## src/rtl/imem_dmem_port_arbiter.sv

```systemverilog
// imem_dmem_port_arbiter
//   Shares one single-port unified memory between instruction fetch (F) and
//   load/store (D). Each access runs IDLE -> ISSUE -> WAIT -> RESP; ties are
//   resolved round-robin (F wins the first tie after reset).
//
// Ports:
//   clk, rst_n              clock (rising edge), asynchronous active-low reset
//   f_req/f_addr            fetch request (held until f_ready) and address
//   f_ready/f_rdata         one-cycle completion pulse and fetch read data
//   d_req/d_we/d_addr/d_wdata  load/store request, 1 = store, address, data
//   d_ready/d_rdata         one-cycle completion pulse and load read data
//   mem_en/mem_we/mem_addr/mem_wdata/mem_rdata  memory-side interface
//   grant_sel               0 = F owns the memory port, 1 = D owns it
//   busy                    high whenever the sequencer is not IDLE
//
// Parameters: AW address width, DW data width, MEM_LAT read latency (1..7)
// from the mem_en cycle to mem_rdata valid.
module imem_dmem_port_arbiter #(
  parameter int AW      = 32,
  parameter int DW      = 32,
  parameter int MEM_LAT = 1
) (
  input  logic          clk,
  input  logic          rst_n,
  input  logic          f_req,
  input  logic [AW-1:0] f_addr,
  output logic          f_ready,
  output logic [DW-1:0] f_rdata,
  input  logic          d_req,
  input  logic          d_we,
  input  logic [AW-1:0] d_addr,
  input  logic [DW-1:0] d_wdata,
  output logic          d_ready,
  output logic [DW-1:0] d_rdata,
  output logic          mem_en,
  output logic          mem_we,
  output logic [AW-1:0] mem_addr,
  output logic [DW-1:0] mem_wdata,
  input  logic [DW-1:0] mem_rdata,
  output logic          grant_sel,
  output logic          busy
);

  typedef enum logic [1:0] {IDLE, ISSUE, WAIT, RESP} state_t;

  localparam logic [2:0] CNT_LOAD = 3'(MEM_LAT - 1);

  state_t     state, state_nxt;
  logic       last_grant;   // 1 = D won most recently
  logic       we_q;         // latched store flag of the current access
  logic [2:0] cnt;

  logic grant;              // arbitration happens this cycle
  logic win;                // winner of this cycle's arbitration (1 = D)
  logic capture;            // mem_rdata is valid this cycle
  logic f_ready_nxt, d_ready_nxt, mem_en_nxt, mem_we_nxt, busy_nxt;

  assign grant   = (state == IDLE) && (f_req || d_req);
  assign win     = (f_req && d_req) ? ~last_grant : d_req;
  assign capture = (state == WAIT) && (cnt == '0);

  // State register
  always_ff @(posedge clk or negedge rst_n) begin
    if (!rst_n) state <= IDLE;
    else        state <= state_nxt;
  end

  // Next-state logic
  always_comb begin
    state_nxt = state;
    case (state)
      IDLE:    if (f_req || d_req) state_nxt = ISSUE;
      ISSUE:   state_nxt = WAIT;
      WAIT:    if (cnt == '0) state_nxt = RESP;
      RESP:    state_nxt = IDLE;
      default: state_nxt = IDLE;
    endcase
  end

  // Output logic: outputs are registered, so their next values are derived
  // from the next state; grant_sel already names the owner during RESP.
  always_comb begin
    f_ready_nxt = (state_nxt == RESP) && !grant_sel;
    d_ready_nxt = (state_nxt == RESP) &&  grant_sel;
    mem_en_nxt  = (state_nxt == ISSUE);
    mem_we_nxt  = grant && win && d_we;
    busy_nxt    = (state_nxt != IDLE);
  end

  always_ff @(posedge clk or negedge rst_n) begin
    if (!rst_n) begin
      f_ready    <= 1'b0;
      d_ready    <= 1'b0;
      f_rdata    <= '0;
      d_rdata    <= '0;
      mem_en     <= 1'b0;
      mem_we     <= 1'b0;
      mem_addr   <= '0;
      mem_wdata  <= '0;
      grant_sel  <= 1'b0;
      busy       <= 1'b0;
      last_grant <= 1'b1;
      we_q       <= 1'b0;
      cnt        <= '0;
    end else begin
      f_ready <= f_ready_nxt;
      d_ready <= d_ready_nxt;
      mem_en  <= mem_en_nxt;
      mem_we  <= mem_we_nxt;
      busy    <= busy_nxt;
      // Address/data are latched at the grant and held until the next grant,
      // so they double as the ISSUE-cycle memory drive.
      if (grant) begin
        mem_addr   <= win ? d_addr : f_addr;
        mem_wdata  <= win ? d_wdata : '0;
        grant_sel  <= win;
        last_grant <= win;
        we_q       <= win && d_we;
      end
      if (state == ISSUE)                  cnt <= CNT_LOAD;
      else if (state == WAIT && cnt != '0) cnt <= cnt - 3'd1;
      if (capture && !we_q) begin
        if (grant_sel) d_rdata <= mem_rdata;
        else           f_rdata <= mem_rdata;
      end
    end
  end

endmodule

```

## config.mk

```make
export PLATFORM = sky130hd
export DESIGN_NAME = imem_dmem_port_arbiter
export DESIGN_NICKNAME = d
export VERILOG_FILES = /design/src/rtl/imem_dmem_port_arbiter.sv
export SDC_FILE = /design/constraint.sdc
export NUM_CORES = 1
export LEC_CHECK = 0
export BUFFER_PORTS_ARGS = -buffer_cell sky130_fd_sc_hd__buf_2
export CAP_MARGIN = 10
export CELL_PAD_IN_SITES_DETAIL_PLACEMENT = 2
export CELL_PAD_IN_SITES_GLOBAL_PLACEMENT = 2
export CORE_ASPECT_RATIO = 0.75
export CORE_UTILIZATION = 28
export CTS_CLUSTER_DIAMETER = 80
export DETAILED_ROUTE_END_ITERATION = 10
export HOLD_SLACK_MARGIN = 0.05
export PLACE_DENSITY_LB_ADDON = 0.1
export SLEW_MARGIN = 15
export SYNTH_ARGS = -nofsm -noshare
export SYNTH_HDL_FRONTEND = slang
export SYNTH_SLANG_ARGS = --single-unit
```

## constraint.sdc

```tcl
create_clock -name clk -period 2.1 [get_ports clk]
set_input_delay 0.21 -clock clk [delete_from_list [all_inputs] [get_ports clk]]
set_output_delay 0.21 -clock clk [all_outputs]
set_load 0.03 [all_outputs]
```

==> flow_summary.ini <==
[outcome]
run_status = finished clean

[logic_synthesis]
netlist_instances = 428
synth_area_leaders = dfrtp_1, mux2_2, a21oi_1
syn_area_sq_um = 5520
synth_area_per_cell_sq_um = 12.9
yosysUniqueCellTypes = 32
yosys.area.top_type_share = 0.635
synthesis.yosys.warnings = 0
synth_top_area_cell = dfrtp_1
synthesis.nets = 567
synth_seq_area_share = 0.640
synth-seq-cells = 141

[timing]
slew-limit-headroom = 0.719
final_setup_fails = 0
final_number_of_hold_violating_endpoints = 0
hold_ws_ns = 0.0652
maximum_operating_frequency_mhz = 540
finalWorstPathRequiredPeriod_ns = 1.85
clock_skew_ns = 0.00902
min_period_over_period = 0.882
slew_violations = 0
rsz0062_at_grt = false
transition_time_at_the_pin_with_the_least_slew_margin_ns = 0.421
finalSetupTns_ns = 0

[global_route]
grtUsageTotal = 0.194
grt_pass1_vias = 5588
gr_ovfl_total = 0
grt_max_degree = 49
grt_antenna_before_repair = 1
grt_first_pass_wirelength_um = 29700

[final_layout]
layout-drive-gt1-share = 0.467
final_cell_count_no_fill = 1059
filler_cell_count = 1991
area_growth_syn_to_layout_pct = 58.7
count_of_nets_after_finishing = 933
most-common-layout-cells = buf_2, dfrtp_1, dlygate4sd3_1
layout_commonest_cell = buf_2
final-seq-area_sq_um = 3530
multi_input_area_sq_um = 1840
fin_util = 0.453

[floorplanning]
die-height_um = 124
floorplan.core_area_sq_um = 19300
floorplan.initialDensity = 0.285
rows = 44
die-width_um = 164
num_io_pins = 267
overall_die_area_sq_um = 20300

[clock_tree]
clock-root-buffer = clkbuf_16
ctsLongestPathBuffers = 2
cts_made_buffers = 17
numClockSinks = 141
cts_hold_repair.buffers = 96
cts_post_setup_buffers_inserted = 0
clock_tree_from_tritoncts = yes
clock_insertion_delay_worst_skew_ns = 0.42
postCtsResizedCells = 0
cts.reportedPaths.clkPinSlew_ns = 0.05
htreeDepth = 4

[placed_design]
place.detailed.hpwl_um = 12700
gp_congestion = 0.785
io_buffer_count = 266
numPlacedInstances = 932

[worst_setup_path]
worst_path_largest_cell_delay_ns = 0.39
worst_path_max_delay_cell = dfrtp_1
crit_family = flip-flops
ws_path_type = register to register
cp.required_ns = 2.39
critPathMostFrequentCell = ha_1
arrival_ns = 2.14
worst_path_fanout_max = 32
worst_setup_end_kind = register
critPathBufInv = 2
worst_setup_path_start_kind = register
worstPathCellList = inv_1 > ha_1 > ha_1 > nand2_1 > nor3_4 > buf_12 > mux2_2

[detailed_routing]
drt_wl_total_um = 19500
routed_via_density = 4.58
detailedRoute.firstIterationViolations = 157
drc = 0
number_of_vias_after_detailed_routing = 4850
number_of_nets_with_antenna_violations_after_routing = 0
first_pass_iters = 4
avgRoutedWirePerCell_um = 18.4

[power_and_ir_drop]
leakagePower_uw = 0.00430
power_density_nw_per_um2 = 1740
vdd.ir_drop.worst_v = 0.000676
power.total_uw = 15200

[flow_run]
max_cap_viol_count = 0

[worst_hold_path]
hold_path_class = input port to register
[final timing paths]
kind | slack (ns) | startpoint | cells past startpoint | endpoint
min | 0.07 | f_addr[5] | 3 | mem_addr[5]
min reg2reg | 0.49 | f_rdata[5] | 1 | f_rdata[5]
max | 0.25 | cnt[0] | 7 | f_rdata[12]
min in group asynchronous | 0.29 | rst_n | 2 | d_rdata[7]
max reg2reg | 0.25 | cnt[0] | 7 | f_rdata[12]
max in group asynchronous | 1.02 | rst_n | 3 | last_grant
[routing by layer]
metal / track usage / share of wire / up-vias
li1: - / - / 2228
met1: 0.226 / 0.41 / 2436
met4: 0.0584 / 0.014 / 0
met3: 0.0570 / 0.062 / 22
met2: 0.346 / 0.51 / 164
met5: 0 / 0 / -
[tightest hold or removal path, stage by stage]
cell and delay, ns:
buf_2 0.12, nand2_1 0.05, a21oi_1 0.05
[registers in the layout, summed over array words and instances (netlist names)]
name        flops
we_q            1
f_rdata        32
d_ready         1
grant_sel       1
f_ready         1
last_grant      1
mem_en          1
busy            1
cnt             3
d_rdata        32
mem_addr       32
mem_wdata      32
mem_we          1
state           2
[power by group]
group / total (uW) / internal [uW] / switching (uW)
combinational: 7280 / 2550 / 4730
sequential: 4840 / 4070 / 762
clock: 3110 / 1950 / 1160
total: 15200 / 8570 / 6650
[kinds of logic after synthesis]
| kind of cell | synth area share |
|---|---|
| and+or+nand+nor | 0.0590 |
| DFF | 0.640 |
| adders and majority gates | 0.0136 |
| xor gates and xnor gates | 0.00159 |
| muxes | 0.134 |
| AOI/OAI and AO/OA | 0.121 |
| buffers and inverters | 0.0302 |
[Yosys cell counts]
cell / n
a21oi_1: 64
or2_2: 1
ha_1: 6
and3b_1: 1
a211oi_1: 1
buf_2: 10
o21a_1: 1
dfstp_2: 1
mux2i_1: 1
clkbuf_1: 7
buf_6: 3
nor2b_1: 2
nand4b_1: 1
o21ai_0: 1
dfrtp_1: 140
buf_4: 4
buf_1: 2
a22o_1: 32
and2_1: 1
a21bo_2: 1
a21o_1: 3
xnor2_1: 1
inv_1: 5
nand2_1: 33
a21boi_2: 1
o21ai_1: 1
and3_1: 2
mux2_2: 63
nor2_1: 35
mux2_1: 2
nor3_2: 1
nor3_1: 1
[final cells by class]
type	instances	share of cell area
Sequential cell	141	0.403
Timing Repair Buffer	373	0.279
Tap cell	253	0.0362
Multi-Input combinational cell	256	0.210
Clock buffer	20	0.0533
Inverter	5	0.00214
Clock inverter	10	0.0157
Antenna cell	1	0.000286
[per-stage QoR]
stage               setup WS [ns]  area, sq um
finish                      0.247         8750
global route                0.146         8750
CTS                         0.213         8750
detailed placement          0.223         7190
global placement            0.315         7190
floorplan                   0.400         5520
Power figures use the tool's default switching activity.
